<file path="src/rtl/uart_rx_ctrl.sv">
// UART receive sequencer: start detect/verify, oversampled data/stop sampling, LSB-first assembly.
// Optional even-parity check is enabled with `define PARITY_CHECK_EN.
module uart_rx_ctrl #(
  parameter int DATA_BITS  = 8,
  parameter int OVERSAMPLE = 16
) (
  input  logic                 clk,
  input  logic                 rst_n,
  input  logic                 sample_tick,
  input  logic                 rx_in,
  output logic [DATA_BITS-1:0] rx_data,
  output logic                 rx_valid,
  output logic                 rx_busy,
  output logic                 frame_err,
  output logic                 parity_err
);
  localparam int TW = $clog2(OVERSAMPLE);
  localparam int BW = $clog2(DATA_BITS + 1);
  localparam logic [TW-1:0] T_HALF = TW'(OVERSAMPLE / 2 - 1);
  localparam logic [TW-1:0] T_LAST = TW'(OVERSAMPLE - 1);
  localparam logic [BW-1:0] B_LAST = BW'(DATA_BITS - 1);

  typedef enum logic [2:0] {IDLE, START, DATA, PARITY, STOP} state_t;

  state_t               state;
  logic                 rx_meta, rxs;
  logic [TW-1:0]        tcnt;
  logic [BW-1:0]        bcnt;
  logic [DATA_BITS-1:0] shreg;
`ifdef PARITY_CHECK_EN
  logic                 par_bit;
`endif

  always_ff @(posedge clk or negedge rst_n) begin
    if (!rst_n) begin
      rx_meta <= 1'b1;
      rxs     <= 1'b1;
    end else begin
      rx_meta <= rx_in;
      rxs     <= rx_meta;
    end
  end

  always_ff @(posedge clk or negedge rst_n) begin
    if (!rst_n) begin
      state     <= IDLE;
      tcnt      <= '0;
      bcnt      <= '0;
      shreg     <= '0;
      rx_data   <= '0;
      rx_valid  <= 1'b0;
      frame_err <= 1'b0;
`ifdef PARITY_CHECK_EN
      par_bit    <= 1'b0;
      parity_err <= 1'b0;
`endif
    end else begin
      rx_valid  <= 1'b0;
      frame_err <= 1'b0;
`ifdef PARITY_CHECK_EN
      parity_err <= 1'b0;
`endif
      if (sample_tick) begin
        case (state)
          IDLE: if (!rxs) begin
            state <= START;
            tcnt  <= '0;
          end
          // Half a bit in: a high line here was a glitch, drop back silently.
          START: if (tcnt == T_HALF) begin
            tcnt  <= '0;
            bcnt  <= '0;
            state <= rxs ? IDLE : DATA;
          end else tcnt <= tcnt + 1'b1;
          DATA: if (tcnt == T_LAST) begin
            tcnt  <= '0;
            shreg <= {rxs, shreg[DATA_BITS-1:1]};
            bcnt  <= bcnt + 1'b1;
            if (bcnt == B_LAST) begin
`ifdef PARITY_CHECK_EN
              state <= PARITY;
`else
              state <= STOP;
`endif
            end
          end else tcnt <= tcnt + 1'b1;
`ifdef PARITY_CHECK_EN
          PARITY: if (tcnt == T_LAST) begin
            tcnt    <= '0;
            par_bit <= rxs;
            state   <= STOP;
          end else tcnt <= tcnt + 1'b1;
`endif
          STOP: if (tcnt == T_LAST) begin
            tcnt  <= '0;
            state <= IDLE;
            if (rxs) begin
              rx_data  <= shreg;
              rx_valid <= 1'b1;
            end else begin
              frame_err <= 1'b1;
            end
`ifdef PARITY_CHECK_EN
            parity_err <= ^{shreg, par_bit};
`endif
          end else tcnt <= tcnt + 1'b1;
          default: state <= IDLE;
        endcase
      end
    end
  end

`ifndef PARITY_CHECK_EN
  assign parity_err = 1'b0;
`endif

  assign rx_busy = (state != IDLE);
endmodule
</file>
<file path="config.mk">
export PLATFORM = sky130hd
export DESIGN_NAME = uart_rx_ctrl
export DESIGN_NICKNAME = d
export VERILOG_FILES = /design/src/rtl/uart_rx_ctrl.sv
export SDC_FILE = /design/constraint.sdc
export NUM_CORES = 1
export LEC_CHECK = 0
export ABC_CLOCK_PERIOD_IN_PS = 2100
export CAP_MARGIN = 20
export CORE_ASPECT_RATIO = 1.5
export CORE_MARGIN = 8
export CORE_UTILIZATION = 55
export DETAILED_ROUTE_END_ITERATION = 12
export GPL_TIMING_DRIVEN = 0
export PLACE_DENSITY = 0.77
export SYNTH_ARGS = -nofsm -noshare
export SYNTH_HDL_FRONTEND = slang
export SYNTH_SLANG_ARGS = --single-unit
</file>
<file path="constraint.sdc">
create_clock -name clk -period 2.1 [get_ports clk]
set_input_delay 0.42 -clock clk [delete_from_list [all_inputs] [get_ports clk]]
set_output_delay 0.42 -clock clk [all_outputs]
set_load 0.03 [all_outputs]
</file>
==> metrics.md, run 1 <==
| Metric | Value |
|---|---|
| Result of the run | completed |
| Largest delay share family, worst path | buffers and inverters |
| Antenna fix cells | 0 |
| Core ar. | 2680 um2 |
| Post-synthesis cell type with the largest combined area | sky130_fd_sc_hd__dfrtp_1 |
| Crit path time final | 1.95 ns |
| Final Instance Area | 1850 um2 |
| Synth top cells by count | sky130_fd_sc_hd__dfrtp_1 (29), sky130_fd_sc_hd__mux2_4 (9), sky130_fd_sc_hd__mux2_1 (8), sky130_fd_sc_hd__nand2_1 (7), sky130_fd_sc_hd__nor2_1 (6) |
| Critical Path Stages | 4 |
| Worst setup path startpoint | state[1] |
| Min Hold Slack | 0.357 ns |
| Cell with the largest stage delay on the worst path | sky130_fd_sc_hd__dfrtp_1 |
| Worst path max stage delay | 0.42 ns |
| Syn nets | 127 |
| Insertion delay to the later sink of the worst-skew pair | 0.28 ns |
| Sink Count | 31 |
| Clock buffer depth | 2 |
| Clock tree root driver cell | sky130_fd_sc_hd__clkbuf_8 |
| Initial antenna violation count | 0 |
| Number of CTS-inserted buffers | 5 |
| Crit path launch type | flop |
| Total congestion overflow after global routing | 0 |
| Placed Area | 1770 um2 |
| Slack of the worst reg-to-reg path | 0.32 ns |
| Prevailing post-synth register cell | sky130_fd_sc_hd__dfrtp_1 |
| DRT Pass-1 Iters | 4 |
| Crit path required time | 1.68 ns |
| Vias | 1022 |
| Number of standard cells after synthesis | 121 |
| Crit path arrival time | 1.53 ns |
| Path depth of the worst reg2reg path | 5 |
| Setup fix buffers added after clock tree synthesis | 0 |
| Pwr/cell area | 910 nW/um2 |
| Layout cell share with drive strength beyond 1 | 25.0% |
| NetSw | 0.566 mW |
| Fraction of registers with async set/reset | 100% |
| Hold/Removal Path Class | reg -> reg |
| Yosys reg bits | 31 |
| Top cell type's share of synthesized area | 46.6% |
| Height of the chip | 81.2 um |
| Overall power consumption | 1.68 mW |
| Portion of total power attributed to the clock network | 26.3% |
| Worst setup path category | reg -> out |
| Start of the worst register-to-register path | tcnt[0] |
| Setup repair after global routing missed its margin | false |
| Final worst clock skew | 0.00483 ns |
| Netlist cell types | 48 |
| Post-route DRC | 0 |
| Min-Delay Path Depth | 0 |
| Number of maximum-capacitance constraint violations | 0 |
| Leakage power | 0.882 nW |
| Multi-input combinational cell area | 714 um2 |
| Sequential Area | 778 um2 |
| H-tree lvl count | 2 |
| Sequential element share of the synthesized area | 50.0% |
| Gpl congestion | 0.845 |
| GRT Overall Usage | 13.4% |
| Slew at the pin closest to its max-slew limit | 0.575 ns |
| Critical path endpoint category | output pin |
| Per-cell via count in the routed design | 5.65 |
| Maximum fanout along the worst path | 10 |
| Crit path buf inv count | 2 |
| Fraction of the cycle the final worst path needs | 92.7% |
| EDFF count, synth | 0 |
| Initial core utilization | 58.2% |
| # hold bufs at CTS | 0 |
| Wire length of the first global-routing pass | 4910 um |
| Mean post-synth cell area | 12.9 um2 |
| Area of the die | 4820 um2 |
| Die W | 59.4 um |
| RR Endpoint | shreg[5] |
| Final-report setup violation count | 0 |
| Combined area of all synthesized cells | 1560 um2 |
| Remaining antenna violation count after routing | 0 |
| Destination of the critical timing path | rx_busy |
| Normalized max-slew margin | 61.6% |
| Largest net degree at the start of global routing | 23 |
| Clock tree from TritonCTS | done |
| Switching power share of the total | 33.6% |
| Library cell with the highest instance count after synthesis | sky130_fd_sc_hd__dfrtp_1 |
| Fillers | 202 |
| Count of final max-slew check failures | 0 |
| Total negative slack for setup checks | 0 ns |
| Area growth syn-to-layout | 18.9% |
| Total number of nets in the final design | 149 |
| Top cells by area, synth | sky130_fd_sc_hd__dfrtp_1 (47%), sky130_fd_sc_hd__mux2_4 (8.7%), sky130_fd_sc_hd__mux2_1 (5.8%) |
| Sequential group share of total power | 43.9% |
| Average wire length per cell after detail routing | 16.0 um |
| Detailed-route wire length | 2890 um |
| Detail Placement HPWL | 2190 um |
| CP cell instances | buf_6 > nor2_2 > nand2_1 > dlygate4sd2_1 |
| Final number of hold-violating endpoints | 0 |
| Number of warnings reported in the yosys synthesis log | 0 |
| Combinational fraction of design power | 29.8% |
| Worst IR Drop VDD | 0.628 mV |
| Max Clk Rate | 0.514 GHz |
| Quantity of I/O buffers inserted on ports | 14 |
| Io pins | 16 |
| DRT iter0 DRCs | 11 |
| Pint | 1.12 mW |
| Number of global-route vias before repair | 1090 |
| Number of placement rows | 23 |
| Clock-pin slew reported for the worst setup and hold paths after clock tree synthesis | 0.06 ns |
-- cells by family (layout without fill, tap and decap cells) --
logic type / after synthesis / in the layout / share of synthesized area [%]
muxes: 19 / 19 / 15.9
other: 1 / 1 / 0.241
and+or+nand+nor: 36 / 36 / 16.9
buffers and inverters: 9 / 32 / 4.10
adders and majority gates: 3 / 3 / 2.25
DFF: 31 / 31 / 50.0
AOI/OAI and AO/OA: 22 / 22 / 10.6
-- cell type report --
class                      count  share of cell area, %
multi-input combinational     81                   38.6
clock inverter                 1                  0.270
sequential                    31                   42.1
buffer                         5                   2.64
clock buffer                   7                   4.12
timing repair buffer          15                   8.99
tap                           37                   2.50
inverter                       4                  0.811
-- power groups by stage --
stage	registers (mW)	clock network, mW	logic [mW]
4_1_cts	0.736	0.456	0.505
6_report	0.740	0.442	0.502
2_1_floorplan	0.725	0	0.398
3_3_place_gp	0.743	0	0.478
5_1_grt	0.744	0.484	0.553
3_5_place_dp	0.747	0	0.508
-- placed cells by master (no fill, tap or decap), drive strengths merged, types with 2 or more instances in the layout --
| cell type | netlist | routed |
|---|---|---|
| ha | 2 | 2 |
| inv | 4 | 4 |
| nand4 | 2 | 2 |
| nor2 | 9 | 9 |
| and3 | 3 | 3 |
| buf | 4 | 5 |
| clkbuf | 1 | 8 |
| nor3 | 2 | 2 |
| nand2 | 7 | 7 |
| dfstp | 2 | 2 |
| nand3 | 2 | 2 |
| nor4b | 2 | 2 |
| clkdlybuf4s50 | 0 | 13 |
| dfrtp | 29 | 29 |
| a21oi | 2 | 2 |
| mux2 | 19 | 19 |
| o21ai | 8 | 8 |
-- per-stage QoR --
step	worst slack (ns)	std cells	util [%]
final	0.154	181	69.1
after global routing	0.106	181	69.1
after CTS	0.146	181	69.1
after detailed placement	-0.0294	173	66.2
after global placement	-0.00566	172	65.1
after floorplan	0.477	121	-
-- per-layer routing --
layer | track usage (%) | up-vias | part of all wire (%)
met5 | 0 | - | 0
met4 | 8.17 | 0 | 2.7
met3 | 3.95 | 8 | 4.6
met2 | 23.4 | 21 | 54
met1 | 13.5 | 511 | 39
li1 | - | 482 | -
-- worst register-to-register path, delay by kind of cell, from the launching register on --
kind,cells,cell delay (ns)
fa+ha+maj,1,0.31
mux,1,0.31
flops,1,0.40
simple gates,1,0.25
compound gates,1,0.22
buf+inv,1,0.17
-- worst min path at each step --
stage,startpoint,endpoint
after floorplan,rst_n,bcnt[0]
after global placement,rx_meta,rxs
after detailed placement,rx_meta,rxs
after CTS,rx_meta,rxs
after global routing,rx_meta,rxs
final,rx_meta,rxs
-- repair_timing --
| item | in CTS | in global routing |
|---|---|---|
| hold endpoints to repair | 0 | 0 |
| setup endpoints to repair | 1 | 0 |
| resized for setup | 1 | 0 |
-- registers in the layout (all words and copies together), names as in the netlist --
register / count
rx_valid: 1
shreg: 8
rx_data: 8
tcnt: 4
rx_meta: 1
frame_err: 1
state: 3
bcnt: 4
rxs: 1
Power figures use the tool's default switching activity.
==> run 2, diff against run 1 <==
--- a/config.mk
+++ b/config.mk
@@ -7,12 +7,11 @@
 export LEC_CHECK = 0
 export ABC_CLOCK_PERIOD_IN_PS = 2100
 export CAP_MARGIN = 20
-export CORE_ASPECT_RATIO = 1.5
 export CORE_MARGIN = 8
 export CORE_UTILIZATION = 55
 export DETAILED_ROUTE_END_ITERATION = 12
 export GPL_TIMING_DRIVEN = 0
-export PLACE_DENSITY = 0.77
+export PLACE_DENSITY = 0.78
 export SYNTH_ARGS = -nofsm -noshare
 export SYNTH_HDL_FRONTEND = slang
 export SYNTH_SLANG_ARGS = --single-unit
==> run 2 against run 1 <==
Effect of this change: first-iteration DRC count grew to 3.7 times the previous value; register-to-register slack got worse by 0.04 ns; wire length down 3.0%; via count decreased by 2.6%; clock skew is 0.0075 ns higher; worst hold slack improved by 0.0088 ns; cell area fell by 0.81%; critical path depth is the same; sequential share of layout area grew 0.34 points; non-clock buffer count did not move; worst setup slack lost 0.056 ns; sequential power shrank 0.7%; critical endpoint unchanged.
==> metrics.md, run 2 (synthesis gave the netlist of run 1 again) <==
| Metric | Value |
|---|---|
| # hold bufs at CTS | 0 |
| Worst path max stage delay | 0.42 ns |
| Clock tree from TritonCTS | done |
| Maximum fanout along the worst path | 10 |
| Largest net degree at the start of global routing | 23 |
| Total number of nets in the final design | 149 |
| GRT Overall Usage | 12.8% |
| Most frequent cells in the layout | sky130_fd_sc_hd__dfrtp_1 (29), sky130_fd_sc_hd__clkdlybuf4s50_1 (13), sky130_fd_sc_hd__mux2_4 (9), sky130_fd_sc_hd__mux2_1 (8), sky130_fd_sc_hd__nand2_1 (7) |
| Final worst setup slack | 0.0978 ns |
| Vias | 995 |
| Fraction of the cycle the final worst path needs | 95.3% |
| Core ar. | 2730 um2 |
| Clock-pin slew reported for the worst setup and hold paths after clock tree synthesis | 0.10 ns |
| Slew at the pin closest to its max-slew limit | 0.559 ns |
| Setup fix buffers added after clock tree synthesis | 0 |
| Final-report setup violation count | 0 |
| Worst setup path category | reg -> out |
| Max Clk Rate | 0.499 GHz |
| Number of maximum-capacitance constraint violations | 0 |
| Number of global-route vias before repair | 1095 |
| Height of the chip | 69.2 um |
| Post-route DRC | 0 |
| Placed Area | 1750 um2 |
| Crit path required time | 1.68 ns |
| Largest delay share family, worst path | buffers and inverters |
| Average wire length per cell after detail routing | 16.0 um |
| Most common library cell in the layout ignoring fill and taps | sky130_fd_sc_hd__dfrtp_1 |
| Clock buffer depth | 2 |
| CP cell instances | buf_6 > nor2_2 > nand2_1 > dlygate4sd2_1 |
| Remaining antenna violation count after routing | 0 |
| Min Hold Slack | 0.366 ns |
| Io pins | 16 |
| Area of the die | 4790 um2 |
| Insertion delay to the later sink of the worst-skew pair | 0.33 ns |
| H-tree lvl count | 2 |
| Detail Placement HPWL | 2100 um |
| Number of placement rows | 19 |
| Clock tree root driver cell | sky130_fd_sc_hd__clkbuf_4 |
| Normalized max-slew margin | 62.3% |
| Setup repair after global routing missed its margin | false |
| Final number of hold-violating endpoints | 0 |
| Final Instance Area | 1840 um2 |
| Crit path time final | 2.00 ns |
| Total congestion overflow after global routing | 0 |
| Worst slack, placed | -0.0515 ns |
| Leakage power | 0.883 nW |
| Fin util | 67.1% |
| Sink Count | 31 |
| Layout cell share with drive strength beyond 1 | 26.4% |
| Worst IR Drop VDD | 0.759 mV |
| Crit path arrival time | 1.58 ns |
| Die W | 69.2 um |
| Antenna fix cells | 0 |
| Crit path buf inv count | 2 |
| Crit path launch type | flop |
| Cell with the largest stage delay on the worst path | sky130_fd_sc_hd__dfrtp_1 |
| Critical path endpoint category | output pin |
| Count of final max-slew check failures | 0 |
| Gpl congestion | 0.774 |
| DRT iter0 DRCs | 41 |
| Quantity of I/O buffers inserted on ports | 14 |
| Per-cell via count in the routed design | 5.69 |
| Pwr/cell area | 936 nW/um2 |
| Number of CTS-inserted buffers | 5 |
| Initial antenna violation count | 0 |
| Result of the run | completed |
| Initial core utilization | 56.9% |
| Wire length of the first global-routing pass | 5040 um |
| Final worst clock skew | 0.0124 ns |
| Overall power consumption | 1.72 mW |
| DRT Pass-1 Iters | 4 |
| Top flop regs | rx_data: 8 flops, shreg: 8 flops |
| Hold/Removal Path Class | reg -> reg |
| Area growth syn-to-layout | 17.9% |
| Detailed-route wire length | 2810 um |
-- run 2: path summary, 6_finish.rpt --
check	slack, ns	endpoint	cells after the start	startpoint
min in group asynchronous	0.41	shreg[0]	1	rst_n
max	0.1	rx_busy	4	state[1]
min	0.37	rxs	0	rx_meta
max in group asynchronous	1.09	rx_meta	2	rst_n
max reg2reg	0.28	shreg[7]	5	tcnt[0]
min reg2reg	0.37	rxs	0	rx_meta
-- run 2: metrics by stage --
| stage | std cells | TNS [ns] |
|---|---|---|
| final | 175 | 0 |
| after global routing | 175 | 0 |
| after CTS | 175 | 0 |
| after detailed placement | 167 | -0.343 |
| after global placement | 166 | 0 |
| after floorplan | 121 | 0 |
-- run 2: report_power, final --
part / internal [mW] / total (mW) / leakage, nW / switching (mW)
logic: 0.226 / 0.494 / 0.417 / 0.268
clock network: 0.281 / 0.488 / 0.0482 / 0.207
registers: 0.656 / 0.735 / 0.418 / 0.0799
total: 1.16 / 1.72 / 0.883 / 0.555
-- run 2: what timing repair did --
item,4_1_cts,5_1_grt
hold endpoints to repair,0,0
gates resized for setup,1,0
endpoints found under the setup margin,1,0
-- run 2: worst reg2reg max path: cells and delay by family, from the launching register on --
kind | cells | cell delay, ns
AO/OA/AOI/OAI | 1 | 0.22
adder cells (fa/ha/maj) | 1 | 0.33
multiplexers | 1 | 0.32
buffers and inverters | 1 | 0.17
AND/OR/NAND/NOR | 1 | 0.27
flip-flops | 1 | 0.40
-- run 2: area by class of cell --
cell class,instances,area (um2)
Multi-Input combinational cell,81,714
Tap cell,31,38.8
Clock inverter,2,35.0
Timing Repair Buffer,15,154
Sequential cell,31,778
Buffer,5,48.8
Fill cell,190,898
Inverter,4,15.0
Clock buffer,6,51.3
-- run 2: layer usage --
| layer | track usage [%] | wire [um] |
|---|---|---|
| met2 | 20.9 | 1380 |
| met3 | 4.86 | 144 |
| met1 | 14.5 | 1240 |
| met4 | 5.24 | 40 |
| met5 | 0 | 0 |
